--- src/rtl/mem_request_port.sv ---
// Request port in front of the memory controller: two one-entry client holding
// registers (fetch, data), round-robin grant, one transaction in flight, watchdog.
module mem_request_port #(
    parameter int   TIMEOUT_CYCLES = 64,
    parameter logic FETCH_VIRTUAL  = 1'b1
) (
    input  logic        clk,
    input  logic        reset,
    input  logic        fReq,
    input  logic [31:0] fAddr,
    output logic        fRdy,
    output logic        fValid,
    output logic [31:0] fData,
    output logic        fErr,
    input  logic        dReq,
    input  logic        dWrite,
    input  logic [31:0] dAddr,
    input  logic [31:0] dWData,
    input  logic        dVirtual,
    output logic        dRdy,
    output logic        dValid,
    output logic [31:0] dRData,
    output logic        dErr,
    input  logic        execMode,
    output logic [31:0] mcRamAddress,
    output logic [31:0] mcRamIn,
    output logic        mcReadReq,
    output logic        mcWriteReq,
    output logic        mcAddrVirtual,
    output logic        mcExecMode,
    input  logic [31:0] mcRamOut,
    input  logic [1:0]  mcStatus
);

    localparam int CW = $clog2(TIMEOUT_CYCLES + 1);

    localparam logic [2:0] S_IDLE  = 3'd0;
    localparam logic [2:0] S_ISSUE = 3'd1;
    localparam logic [2:0] S_WAIT  = 3'd2;
    localparam logic [2:0] S_GAP   = 3'd3;
    localparam logic [2:0] S_DRAIN = 3'd4;

    localparam logic [1:0] ST_ERR  = 2'd0;
    localparam logic [1:0] ST_DONE = 2'd2;

    logic [2:0]    state;
    logic [CW-1:0] cnt;

    logic          f_full;
    logic [31:0]   f_addr_q;
    logic          f_exec_q;

    logic          d_full;
    logic          d_write_q;
    logic [31:0]   d_addr_q;
    logic [31:0]   d_wdata_q;
    logic          d_virt_q;
    logic          d_exec_q;

    logic          last_data;   // 1: data was granted last
    logic          gnt_data;    // client owning the in-flight transaction

    logic          pick_data;
    logic          resp_done;
    logic          resp_err;
    logic          timed_out;
    logic          finish;

    // Holding register stays closed through the completion pulse, reopening a cycle later.
    assign fRdy = !f_full && !fValid;
    assign dRdy = !d_full && !dValid;

    assign pick_data = d_full && (!f_full || !last_data);
    assign resp_done = (mcStatus == ST_DONE);
    assign resp_err  = (mcStatus == ST_ERR);
    assign timed_out = (cnt == CW'(TIMEOUT_CYCLES - 1));
    assign finish    = (state == S_WAIT) && (resp_done || resp_err || timed_out);

    // NOTE: all state below uses non-blocking assignments so every register
    // samples pre-edge values; blocking here would create order-dependent races.
    always_ff @(posedge clk or negedge reset) begin
        if (!reset) begin
            state         <= S_IDLE;
            cnt           <= '0;
            f_full        <= 1'b0;
            f_addr_q      <= '0;
            f_exec_q      <= 1'b0;
            d_full        <= 1'b0;
            d_write_q     <= 1'b0;
            d_addr_q      <= '0;
            d_wdata_q     <= '0;
            d_virt_q      <= 1'b0;
            d_exec_q      <= 1'b0;
            last_data     <= 1'b0;
            gnt_data      <= 1'b0;
            fValid        <= 1'b0;
            fData         <= '0;
            fErr          <= 1'b0;
            dValid        <= 1'b0;
            dRData        <= '0;
            dErr          <= 1'b0;
            mcRamAddress  <= '0;
            mcRamIn       <= '0;
            mcReadReq     <= 1'b0;
            mcWriteReq    <= 1'b0;
            mcAddrVirtual <= 1'b0;
            mcExecMode    <= 1'b0;
        end else begin
            fValid <= 1'b0;
            fErr   <= 1'b0;
            dValid <= 1'b0;
            dErr   <= 1'b0;

            if (fReq && fRdy) begin
                f_full   <= 1'b1;
                f_addr_q <= fAddr;
                f_exec_q <= execMode;
            end
            if (dReq && dRdy) begin
                d_full    <= 1'b1;
                d_write_q <= dWrite;
                d_addr_q  <= dAddr;
                d_wdata_q <= dWData;
                d_virt_q  <= dVirtual;
                d_exec_q  <= execMode;
            end

            case (state)
                S_IDLE: begin
                    if (f_full || d_full) begin
                        gnt_data  <= pick_data;
                        last_data <= pick_data;
                        state     <= S_ISSUE;
                        if (pick_data) begin
                            mcRamAddress  <= d_addr_q;
                            mcRamIn       <= d_write_q ? d_wdata_q : 32'd0;
                            mcAddrVirtual <= d_virt_q;
                            mcExecMode    <= d_exec_q;
                            mcWriteReq    <= d_write_q;
                            mcReadReq     <= !d_write_q;
                        end else begin
                            mcRamAddress  <= f_addr_q;
                            mcRamIn       <= 32'd0;
                            mcAddrVirtual <= FETCH_VIRTUAL;
                            mcExecMode    <= f_exec_q;
                            mcWriteReq    <= 1'b0;
                            mcReadReq     <= 1'b1;
                        end
                    end
                end
                S_ISSUE: begin
                    mcReadReq  <= 1'b0;
                    mcWriteReq <= 1'b0;
                    cnt        <= '0;
                    state      <= S_WAIT;
                end
                S_WAIT: begin
                    cnt <= cnt + CW'(1);
                    // A real status wins over the watchdog in the same cycle.
                    if (finish) begin
                        state <= (resp_done || resp_err) ? S_GAP : S_DRAIN;
                        if (gnt_data) begin
                            dValid <= 1'b1;
                            dErr   <= !resp_done;
                            d_full <= 1'b0;
                            if (resp_done && !d_write_q) dRData <= mcRamOut;
                        end else begin
                            fValid <= 1'b1;
                            fErr   <= !resp_done;
                            f_full <= 1'b0;
                            if (resp_done) fData <= mcRamOut;
                        end
                    end
                end
                S_GAP: begin
                    state <= S_IDLE;
                end
                S_DRAIN: begin
                    // The abandoned transaction must retire before the controller is reused.
                    if (resp_done || resp_err) state <= S_GAP;
                end
                default: state <= S_IDLE;
            endcase
        end
    end

endmodule
--- config.mk ---
export PLATFORM = sky130hd
export DESIGN_NAME = mem_request_port
export DESIGN_NICKNAME = d
export VERILOG_FILES = /design/src/rtl/mem_request_port.sv
export SDC_FILE = /design/constraint.sdc
export NUM_CORES = 1
export LEC_CHECK = 0
export ABC_AREA = 1
export CAP_MARGIN = 20
export CORE_MARGIN = 4
export CORE_UTILIZATION = 48
export DETAILED_ROUTE_END_ITERATION = 8
export PLACE_DENSITY = 0.91
export SYNTH_ARGS = -nofsm -noshare
export SYNTH_HDL_FRONTEND = slang
export SYNTH_SLANG_ARGS = --single-unit
--- constraint.sdc ---
create_clock -name clk -period 1.7 [get_ports clk]
set_clock_uncertainty 0.1 [all_clocks]
set_input_delay 0.34 -clock clk [delete_from_list [all_inputs] [get_ports clk]]
set_output_delay 0.34 -clock clk [all_outputs]
set_load 0.005 [all_outputs]
==> impl_metrics.ini, run 1 <==
[run_status]
outcome = complete, but fails checks
violations = setup timing

[sta]
rsz0062_at_grt = yes
finalCriticalPeriod_ns = 1.80
slew_headroom = 0.771
slew_violations = 0
tns_ns = -2.01
fin_crit_sh = 1.06
timing.fmax_ghz = 0.555
layout_setup_ws_ns = -0.102
finalHoldViolCount = 0
finalSetupViolations = 34
tightest_slew_ns = 0.343

[logic_synthesis]
ys_warn_count = 0
synth_seq_cells = 249
yosys.area_share.simple = 0.139
synth.area.mux_share = 0.0756
synth_xor_area_frac = 0
synth_cell_types = 24
avgSynthCellArea_sq_um = 10.3
synthAdderAreaFrac = 0.00127
synth_top_family_by_area = simple AND/OR/NAND/NOR gates
syn_inst = 954
syn_nets = 1092
syn-cell-area_sq_mm = 0.00984
ys_seq_area_frac = 0.634
synth-compound-area-share = 0.0926

[critical_path]
crit_fanout = 6
endpoint_kind = flop
required_ns = 2.00
cp.arrival_ns = 2.10
path_class = flop to flop
start_kind = flop

[clock_tree]
clkTransAtPathRegs_ns = 0.06
root_buffer = clkbuf_16
insertion_delay_ns = 0.52
tritoncts = done
clk_path_buf_depth = 3
cts.htree.levels = 1
clock_sinks = 249
numCtsBuffers = 26

[power]
power.density_mw_per_mm2 = 1740
clockPowerShare = 0.225
intPower_mw = 16.5
vdd_drop_max_mv = 1.05
seq_power_share = 0.395
p_comb_frac = 0.380
total_power_mw = 25.2
p_leak_nw = 7.18
switchingPower_mw = 8.71
swShare = 0.346

[final_layout]
final_util = 0.717
area_growth_pct = 47.0
instances_no_fill = 1567
finalInstanceArea_sq_mm = 0.0145
drive_gt1_frac = 0.194
nets = 1414

[global_route]
grt_pass1_vias = 8455
grt_use_met2 = 0.410
grt_max_degree = 55
grt.total_usage = 0.237
grtUsageMet3 = 0.0377
grt_pass1_wl_mm = 43.3
use_met1 = 0.294
antenna_found_initial = 2
busiest_layer = met2
overflow = 0

[route]
ant_nets = 0
drcViolationCount = 0
drt-wirelength-per-cell_um = 18.9
vias = 8374
wirelength_mm = 29.6
via_per_inst = 5.34
first_pass_iters = 5
first_iter_violations = 556

[die]
start_util = 0.488
row_count = 52
die_area_sq_mm = 0.0228
chipWidth_um = 151
ios = 275
die_h_um = 151
design.core.area_sq_mm = 0.0202

[job]
drv_cap = 0

[place]
post_dp_cell_area_sq_mm = 0.0132
dp.cells = 1491
portBuffers = 274
hpwl_mm = 19.5
gp_congestion = 0.858

[min_path]
hold_path.class = input pin to asynchronous set/reset pin
## repair_timing
action | in CTS | in global routing
gates resized for setup | 152 | 87
gates cloned | 0 | 8
hold endpoints to repair | 222 | 0
hold buffers | 1 | 0
setup endpoints to repair | 142 | 125
setup buffers | 10 | 8
pin swaps | 2 | 26
## sequential cells by signal, summed over array words and instances, names as in the netlist, 3 cells and up
name          count
cnt               7
dRData           32
d_addr_q         32
d_wdata_q        32
fData            32
f_addr_q         32
mcRamAddress     32
mcRamIn          32
state             3
## logic make-up (layout without fill, tap and decap cells)
logic type,count (synthesis),in the layout
buffers and inverters,134,476
other,0,1
adders and majority gates,1,1
and+or+nand+nor,325,325
muxes,66,66
AOI/OAI and AO/OA,179,179
DFF,249,249
## final timing paths
kind / start / cells after the start / slack (ns) / to
min in group clk: mcRamOut[14] / 3 / 0.30 / fData[14]$_DFFE_PN0P_
max reg2reg: cnt[1]$_DFFE_PN0P_ / 10 / -0.10 / dRData[12]$_DFFE_PN0P_
min reg2reg: fData[25]$_DFFE_PN0P_ / 2 / 0.38 / fData[25]$_DFFE_PN0P_
max in group asynchronous: reset / 3 / 0.61 / f_addr_q[21]$_DFFE_PN0P_
min: reset / 2 / 0.21 / dRData[30]$_DFFE_PN0P_
max: cnt[1]$_DFFE_PN0P_ / 10 / -0.10 / dRData[12]$_DFFE_PN0P_
## cells in the mapped netlist
| cell type | count | area [sq um] |
|---|---|---|
| nand2_2 | 1 | 6.26 |
| nor3_4 | 1 | 16.3 |
| buf_2 | 19 | 95.1 |
| o21ai_0 | 84 | 420 |
| nor2_1 | 84 | 315 |
| inv_1 | 78 | 293 |
| inv_2 | 4 | 15.0 |
| nand4_1 | 34 | 213 |
| dfrtp_1 | 249 | 6230 |
| buf_6 | 5 | 56.3 |
| nand3_1 | 10 | 50.1 |
| o21ai_1 | 55 | 275 |
| nand3_4 | 1 | 17.5 |
| nand4_4 | 1 | 21.3 |
| clkbuf_2 | 3 | 15.0 |
| buf_1 | 2 | 7.51 |
| clkbuf_1 | 23 | 86.3 |
| nand2_1 | 188 | 706 |
| ha_1 | 1 | 12.5 |
| nor3_1 | 5 | 25.0 |
| o22a_1 | 1 | 8.76 |
| mux2_2 | 66 | 743 |
| a21oi_1 | 38 | 190 |
| a21oi_4 | 1 | 16.3 |
## power groups by stage
stage | Combinational, mW | Clock, mW | Sequential, mW
6_report | 9.57 | 5.66 | 9.95
5_1_grt | 10.5 | 5.99 | 10.2
4_1_cts | 8.90 | 5.77 | 9.84
3_5_place_dp | 9.57 | 0 | 9.92
3_3_place_gp | 9.11 | 0 | 9.80
2_1_floorplan | 4.65 | 0 | 9.71
## layout make-up
type | instances | area (sq um)
Timing Repair Buffer | 346 | 3470
Clock buffer | 42 | 802
Multi-Input combinational cell | 571 | 3240
Antenna cell | 1 | 2.50
Sequential cell | 249 | 6230
Inverter | 82 | 315
Tap cell | 270 | 338
Fill cell | 1376 | 5710
Clock inverter | 6 | 63.8
## cell usage in the layout, fill, tap and decap left out, drive strengths merged, types with 2 or more instances in the layout
cell           count
a21oi             39
buf               68
clkbuf            48
clkdlybuf4s15      2
clkdlybuf4s50    135
clkinv             3
dfrtp            249
dlygate4sd2      134
inv               83
mux2              66
nand2            189
nand3             11
nand4             35
nor2              84
nor3               6
o21ai            139
## metrics by stage
step	hold slack, ns	setup WS [ns]
2_1_floorplan	-0.0556	0.208
3_3_place_gp	0.141	-0.0796
3_5_place_dp	0.144	-0.114
4_1_cts	0.183	-0.0281
5_1_grt	0.210	-0.170
6_report	0.208	-0.102
## per-layer routing
layer | vias up | wire [um] | part of all wire
li1 | 3770 | - | -
met1 | 4148 | 11200 | 0.38
met2 | 361 | 15300 | 0.52
met3 | 93 | 1650 | 0.056
met4 | 2 | 1320 | 0.045
met5 | - | 7 | 0.00024
## critical path, stage by stage, from the launching register on
cell,delay (ns)
dfrtp_1,0.37
ha_2,0.21
nand2_2,0.08
nor2_2,0.14
nand2_1,0.10
nand2_1,0.10
nand4_1,0.10
buf_6,0.18
clkbuf_16,0.17
nand2_4,0.05
nand2_1,0.07
Power figures use the tool's default switching activity.
==> inputs of run 2 (changes only) <==
--- a/config.mk
+++ b/config.mk
@@ -10,7 +10,9 @@
 export CORE_MARGIN = 4
 export CORE_UTILIZATION = 48
 export DETAILED_ROUTE_END_ITERATION = 8
+export GPL_TIMING_DRIVEN = 0
 export PLACE_DENSITY = 0.91
+export SKIP_LAST_GASP = 1
 export SYNTH_ARGS = -nofsm -noshare
 export SYNTH_HDL_FRONTEND = slang
 export SYNTH_SLANG_ARGS = --single-unit
==> run 2 against run 1 <==
  * Count of clock-buffer cells in the layout fell by 1
  * Worst setup slack got worse by 0.0043 ns
  * The run ends with hold timing, setup timing left
  * Sequential share of layout area rose by 0.79 points
  * Register-to-register slack improved by 0.10 ns
  * Largest cell class unchanged
  * Critical path depth fell by 1
  * Critical path type is now input pin to flop
  * Non-clock buffer count rose by 17
  * Hold slack got worse by 0.43 ns
  * Via count rose by 1.5%
  * Total power fell by 0.33%
==> impl_metrics.ini, run 2 (synthesis gave the netlist of run 1 again) <==
[critical_path]
crit_family = buffers and inverters
start_kind = input pin
critPathMaxStageDelay_ns = 0.53
path_cells = clkdlybuf4s50_1, inv_2, nand2_1, nor2_2, nand4_1, buf_6, buf_6, nand2_1, nand2_1
required_ns = 2.00
crit_slowest_cell = clkdlybuf4s50_1
crit_buf_inv = 4
cpMostUsedCell = nand2_1
crit_fanout = 6
rrSetupSlack_ns = 0
endpoint_kind = flop
path_class = input pin to flop
cp.arrival_ns = 2.11

[route]
vias = 8503
wirelength_mm = 29.5
ant_nets = 0
drcViolationCount = 0
first_iter_violations = 601
first_pass_iters = 6
drt-wirelength-per-cell_um = 18.6
via_per_inst = 5.36

[place]
dp.cells = 1499
hpwl_mm = 19.9
gp_congestion = 0.864
portBuffers = 274
post_dp_cell_area_sq_mm = 0.0129

[min_path]
hold_path.class = input pin to asynchronous set/reset pin

[sta]
finalCriticalPeriod_ns = 1.81
fin_crit_sh = 1.06
layout_setup_ws_ns = -0.106
tightest_slew_ns = 0.952
finalHoldViolCount = 122
slew_headroom = 0.365
timing.fmax_ghz = 0.554
finalSetupViolations = 32
slew_violations = 0
rsz0062_at_grt = yes
whs_ns = -0.224

[clock_tree]
tritoncts = done
clock_sinks = 249
root_buffer = clkbuf_16
insertion_delay_ns = 0.52
clk_path_buf_depth = 3
numCtsBuffers = 26
cts.htree.levels = 1
clkTransAtPathRegs_ns = 0.06

[die]
die_area_sq_mm = 0.0228
start_util = 0.488
die_h_um = 151
row_count = 52
design.core.area_sq_mm = 0.0202
ios = 275
chipWidth_um = 151

[power]
p_leak_nw = 7.14
power.density_mw_per_mm2 = 1770
vdd_drop_max_mv = 1.21

[global_route]
antenna_found_initial = 3
overflow = 0
grt_pass1_vias = 8686
grt_max_degree = 128
grt.total_usage = 0.245
grt_pass1_wl_mm = 44.6

[run_status]
violations = hold timing, setup timing
outcome = complete, but fails checks

[final_layout]
area.sequential_sq_mm = 0.00623
final_cell_mix = dfrtp_1 (246), nand2_1 (182), dlygate4sd2_1 (136)
instances_no_fill = 1587
multi_input_comb_area_sq_mm = 0.00314
drive_gt1_frac = 0.169
finalInstanceArea_sq_mm = 0.0142
area_growth_pct = 44.4
layout_commonest_cell = dfrtp_1
fill_cells = 1381
nets = 1432

[job]
drv_cap = 0
==> run 2: worst reg2reg max path, cell delays in order, from the launching register on <==
cell	delay (ns)
dfrtp_1	0.39
ha_4	0.17
nand2_4	0.06
nor2_4	0.10
nand2_1	0.09
nand2_1	0.09
nand4_1	0.10
buf_6	0.18
buf_6	0.14
nand2_1	0.09
nand2_1	0.08
==> run 2: cell type report <==
class                      count  area share
sequential                   249       0.439
multi-input combinational    572       0.221
timing repair buffer         314       0.207
clock buffer                  41      0.0527
buffer                        49      0.0278
tap                          270      0.0238
inverter                      82      0.0218
clock inverter                 7     0.00599
antenna                        3    0.000529
==> run 2: metrics by stage <==
step | util | power [mW] | setup WS, ns | setup TNS, ns
6_report | 0.704 | 25.1 | -0.106 | -1.29
3_3_place_gp | 0.640 | 18.7 | -10.0 | -2540.12
3_5_place_dp | 0.642 | 19.3 | -0.715 | -63.44
2_1_floorplan | - | 14.4 | 0.208 | 0
5_1_grt | 0.704 | 26.6 | -0.151 | -3.12
4_1_cts | 0.691 | 24.7 | -0.180 | -0.180
==> run 2: path summary, 6_finish.rpt <==
path	depth (start not counted)	to	startpoint
worst max-delay path	9	dRData[15]$_DFFE_PN0P_	mcStatus[0]
worst min-delay path	1	fData[23]$_DFFE_PN0P_	reset
worst max register to register	10	dRData[15]$_DFFE_PN0P_	cnt[1]$_DFFE_PN0P_
worst min register to register	2	dRData[24]$_DFFE_PN0P_	dRData[24]$_DFFE_PN0P_
max in group asynchronous	2	mcRamIn[11]$_DFFE_PN0P_	reset
min in group clk	3	d_wdata_q[13]$_DFFE_PN0P_	dWData[13]
==> run 2: power breakdown <==
group          switching (mW)  internal (mW)  total, mW
Clock                    2.29           3.31       5.60
Sequential               1.34           8.51       9.85
Combinational            5.05           4.59       9.64
Total                    8.68           16.4       25.1
==> run 2: timing repair <==
item | CTS | global route
pin swaps | 5 | 6
resized for setup | 186 | 78
hold endpoints to repair | 122 | 122
setup buffers | 29 | 8
endpoints found under the setup margin | 315 | 210
gates cloned | 1 | 2
==> run 2: per-layer routing <==
| layer | wire length, um | share of wire | GRT usage |
|---|---|---|---|
| met5 | 0 | 0 | 0 |
| met4 | 2070 | 0.070 | 0.142 |
| met3 | 1850 | 0.063 | 0.0404 |
| met2 | 14600 | 0.50 | 0.411 |
| met1 | 11000 | 0.37 | 0.301 |
==> inputs of run 3 (changes only) <==
--- a/config.mk
+++ b/config.mk
@@ -11,8 +11,10 @@
 export CORE_UTILIZATION = 48
 export DETAILED_ROUTE_END_ITERATION = 8
 export GPL_TIMING_DRIVEN = 0
-export PLACE_DENSITY = 0.91
+export HOLD_SLACK_MARGIN = 0.06
+export PLACE_DENSITY = 0.8
 export SKIP_LAST_GASP = 1
+export SLEW_MARGIN = 20
 export SYNTH_ARGS = -nofsm -noshare
 export SYNTH_HDL_FRONTEND = slang
 export SYNTH_SLANG_ARGS = --single-unit
==> run 3 against run 2 <==
  * The run ends with setup timing left
  * Non-clock buffer count is 13 lower
  * Via count is 5.8% lower
  * Global-route usage is 0.77 points lower
  * Hold slack better by 0.49 ns
  * Sequential share of layout area is 0.49 points higher
  * Register-to-register slack worse by 0.04 ns
  * Routed wire length is 6.5% lower
  * Worst setup slack better by 0.070 ns
  * Critical path type is now flop to flop
  * Critical endpoint is now dRData[25]$_DFFE_PN0P_
==> impl_metrics.ini, run 3 (synthesis gave the netlist of run 1 again) <==
[critical_path]
cpMostUsedCell = nand2_1
rrSetupSlack_ns = -0.04
r2r_cells = 10
start_kind = flop
critPathMaxStageDelay_ns = 0.36
path_cells = ha_2, nand2_2, nor2_2, nand2_1, nand2_1, nand4_1, buf_6, buf_8, nand2_1, nand2_1
crit_slowest_cell = dfrtp_1
required_ns = 2.01
rr_endpoint = dRData[25]$_DFFE_PN0P_
path_class = flop to flop
cp.arrival_ns = 2.05
crit_buf_inv = 2
crit_family = simple AND/OR/NAND/NOR gates
worstReg2RegStart = cnt[1]$_DFFE_PN0P_
crit_fanout = 10
endpoint_kind = flop

[die]
die_area_sq_mm = 0.0228
start_util = 0.488
chipWidth_um = 151
die_h_um = 151
ios = 275
design.core.area_sq_mm = 0.0202
row_count = 52

[clock_tree]
insertion_delay_ns = 0.55
clk_path_buf_depth = 3
cts.htree.levels = 1
clock_sinks = 249
clkTransAtPathRegs_ns = 0.06
root_buffer = clkbuf_16
numCtsBuffers = 26
tritoncts = done

[route]
drt-wirelength-per-cell_um = 17.6
first_iter_violations = 494
ant_nets = 0
dr.max_layer_used = met4
wl_met1_mm = 10.8
wirelength_mm = 27.6
wl_met3_mm = 1.75
vias = 8006
drcViolationCount = 0
first_pass_iters = 5
via_per_inst = 5.11
wl_met2_mm = 13.8

[run_status]
violations = setup timing
outcome = complete, but fails checks

[global_route]
grt_pass1_vias = 8239
antenna_found_initial = 1
grt.total_usage = 0.237
grt_max_degree = 89
grt_pass1_wl_mm = 42.7
overflow = 0

[power]
vdd_drop_max_mv = 0.993
intPower_mw = 16.0
clockPowerShare = 0.228
switchingPower_mw = 8.39
swShare = 0.344
p_comb_frac = 0.371
power.density_mw_per_mm2 = 1740
p_leak_nw = 7.03
seq_power_share = 0.401
total_power_mw = 24.4

[sta]
slew_headroom = 0.577
slew_violations = 0
rsz0062_at_grt = yes
finalSetupViolations = 30
finalCriticalPeriod_ns = 1.74
layout_setup_ws_ns = -0.0356
fin_crit_sh = 1.02
timing.fmax_ghz = 0.576
tightest_slew_ns = 0.634
whs_ns = 0.271
finalHoldViolCount = 0
tns_ns = -0.417

[min_path]
hold_path.class = input pin to asynchronous set/reset pin

[place]
portBuffers = 274
gp_congestion = 0.847
post_dp_cell_area_sq_mm = 0.0130
hpwl_mm = 19.5
dp_slack_ns = -0.644

[final_layout]
area_growth_pct = 42.8
layout_commonest_cell = dfrtp_1
final_cell_mix = dfrtp_1 (248), nand2_1 (175), clkdlybuf4s50_1 (135)
fill_cells = 1558
drive_gt1_frac = 0.163
finalInstanceArea_sq_mm = 0.0140
nets = 1418

[job]
drv_cap = 0
-- run 3: cell types whose count changed in the layout (fill, tap and decap cells not counted), sizes merged, moves of 2 or more --
cell,change
clkbuf,-10
buf,-8
clkdlybuf4s15,+3
dlygate4sd2,-3
diode,-2
-- run 3: layout make-up --
cell class	count	area, sq um	share of cell area
flip-flops and latches	249	6230	0.444
multi-input cells	571	3120	0.222
repair buffers	300	2840	0.203
clock buffers	37	752	0.0536
plain buffers	50	350	0.0249
well taps	270	338	0.0241
inverters	82	310	0.0221
clock inverters	8	92.6	0.00659
diodes	1	2.50	0.000178
-- run 3: worst max-delay path by stage --
stage | cells past startpoint | end | slack, ns | start
6_report | 10 | dRData[25]$_DFFE_PN0P_ | -0.04 | cnt[1]$_DFFE_PN0P_
5_1_grt | 10 | dRData[11]$_DFFE_PN0P_ | -0.10 | cnt[0]$_DFFE_PN0P_
4_1_cts | 2 | fRdy | -0.21 | f_full$_DFF_PN0_
3_5_place_dp | 8 | dRData[25]$_DFFE_PN0P_ | -0.64 | mcStatus[0]
3_3_place_gp | 1 | d_addr_q[22]$_DFFE_PN0P_ | -10.34 | reset
2_1_floorplan | 8 | mcWriteReq$_DFFE_PN0P_ | 0.21 | state[0]$_DFFE_PN0P_
-- run 3: stage by stage --
step                      utilization  std cells
after floorplan                     -        954
after global placement          0.640       1498
after detailed placement        0.643       1500
after CTS                       0.687       1565
after global routing            0.696       1568
final                           0.696       1568
-- run 3: routing by layer --
metal,vias up,track usage
li1,3782,-
met1,3900,0.303
met2,252,0.394
met3,72,0.0512
met4,0,0.0993
met5,-,0
-- run 3: repair_timing --
| action | in CTS | in global routing |
|---|---|---|
| setup buffers | 20 | 2 |
| hold buffers | 1 | 0 |
| endpoints found under the hold margin | 78 | 0 |
| cloned | 0 | 1 |
| resized for setup | 169 | 86 |
| pin swaps | 3 | 6 |
| endpoints found under the setup margin | 287 | 129 |
-- run 3: power groups by stage --
stage	Sequential, mW	Combinational (mW)	Clock, mW
final	9.79	9.04	5.57
after global routing	10.1	10.0	5.93
after CTS	9.74	8.96	5.66
after detailed placement	9.85	9.35	0
after global placement	9.78	9.01	0
after floorplan	9.71	4.65	0
-- run 3: worst reg2reg max path, cell delays in order, from the launching register on --
cell and delay, ns:
dfrtp_1 0.36, ha_2 0.21, nand2_2 0.07, nor2_2 0.12, nand2_1 0.09, nand2_1 0.09, nand4_1 0.11, buf_6 0.18
buf_8 0.14, nand2_1 0.07, nand2_1 0.06
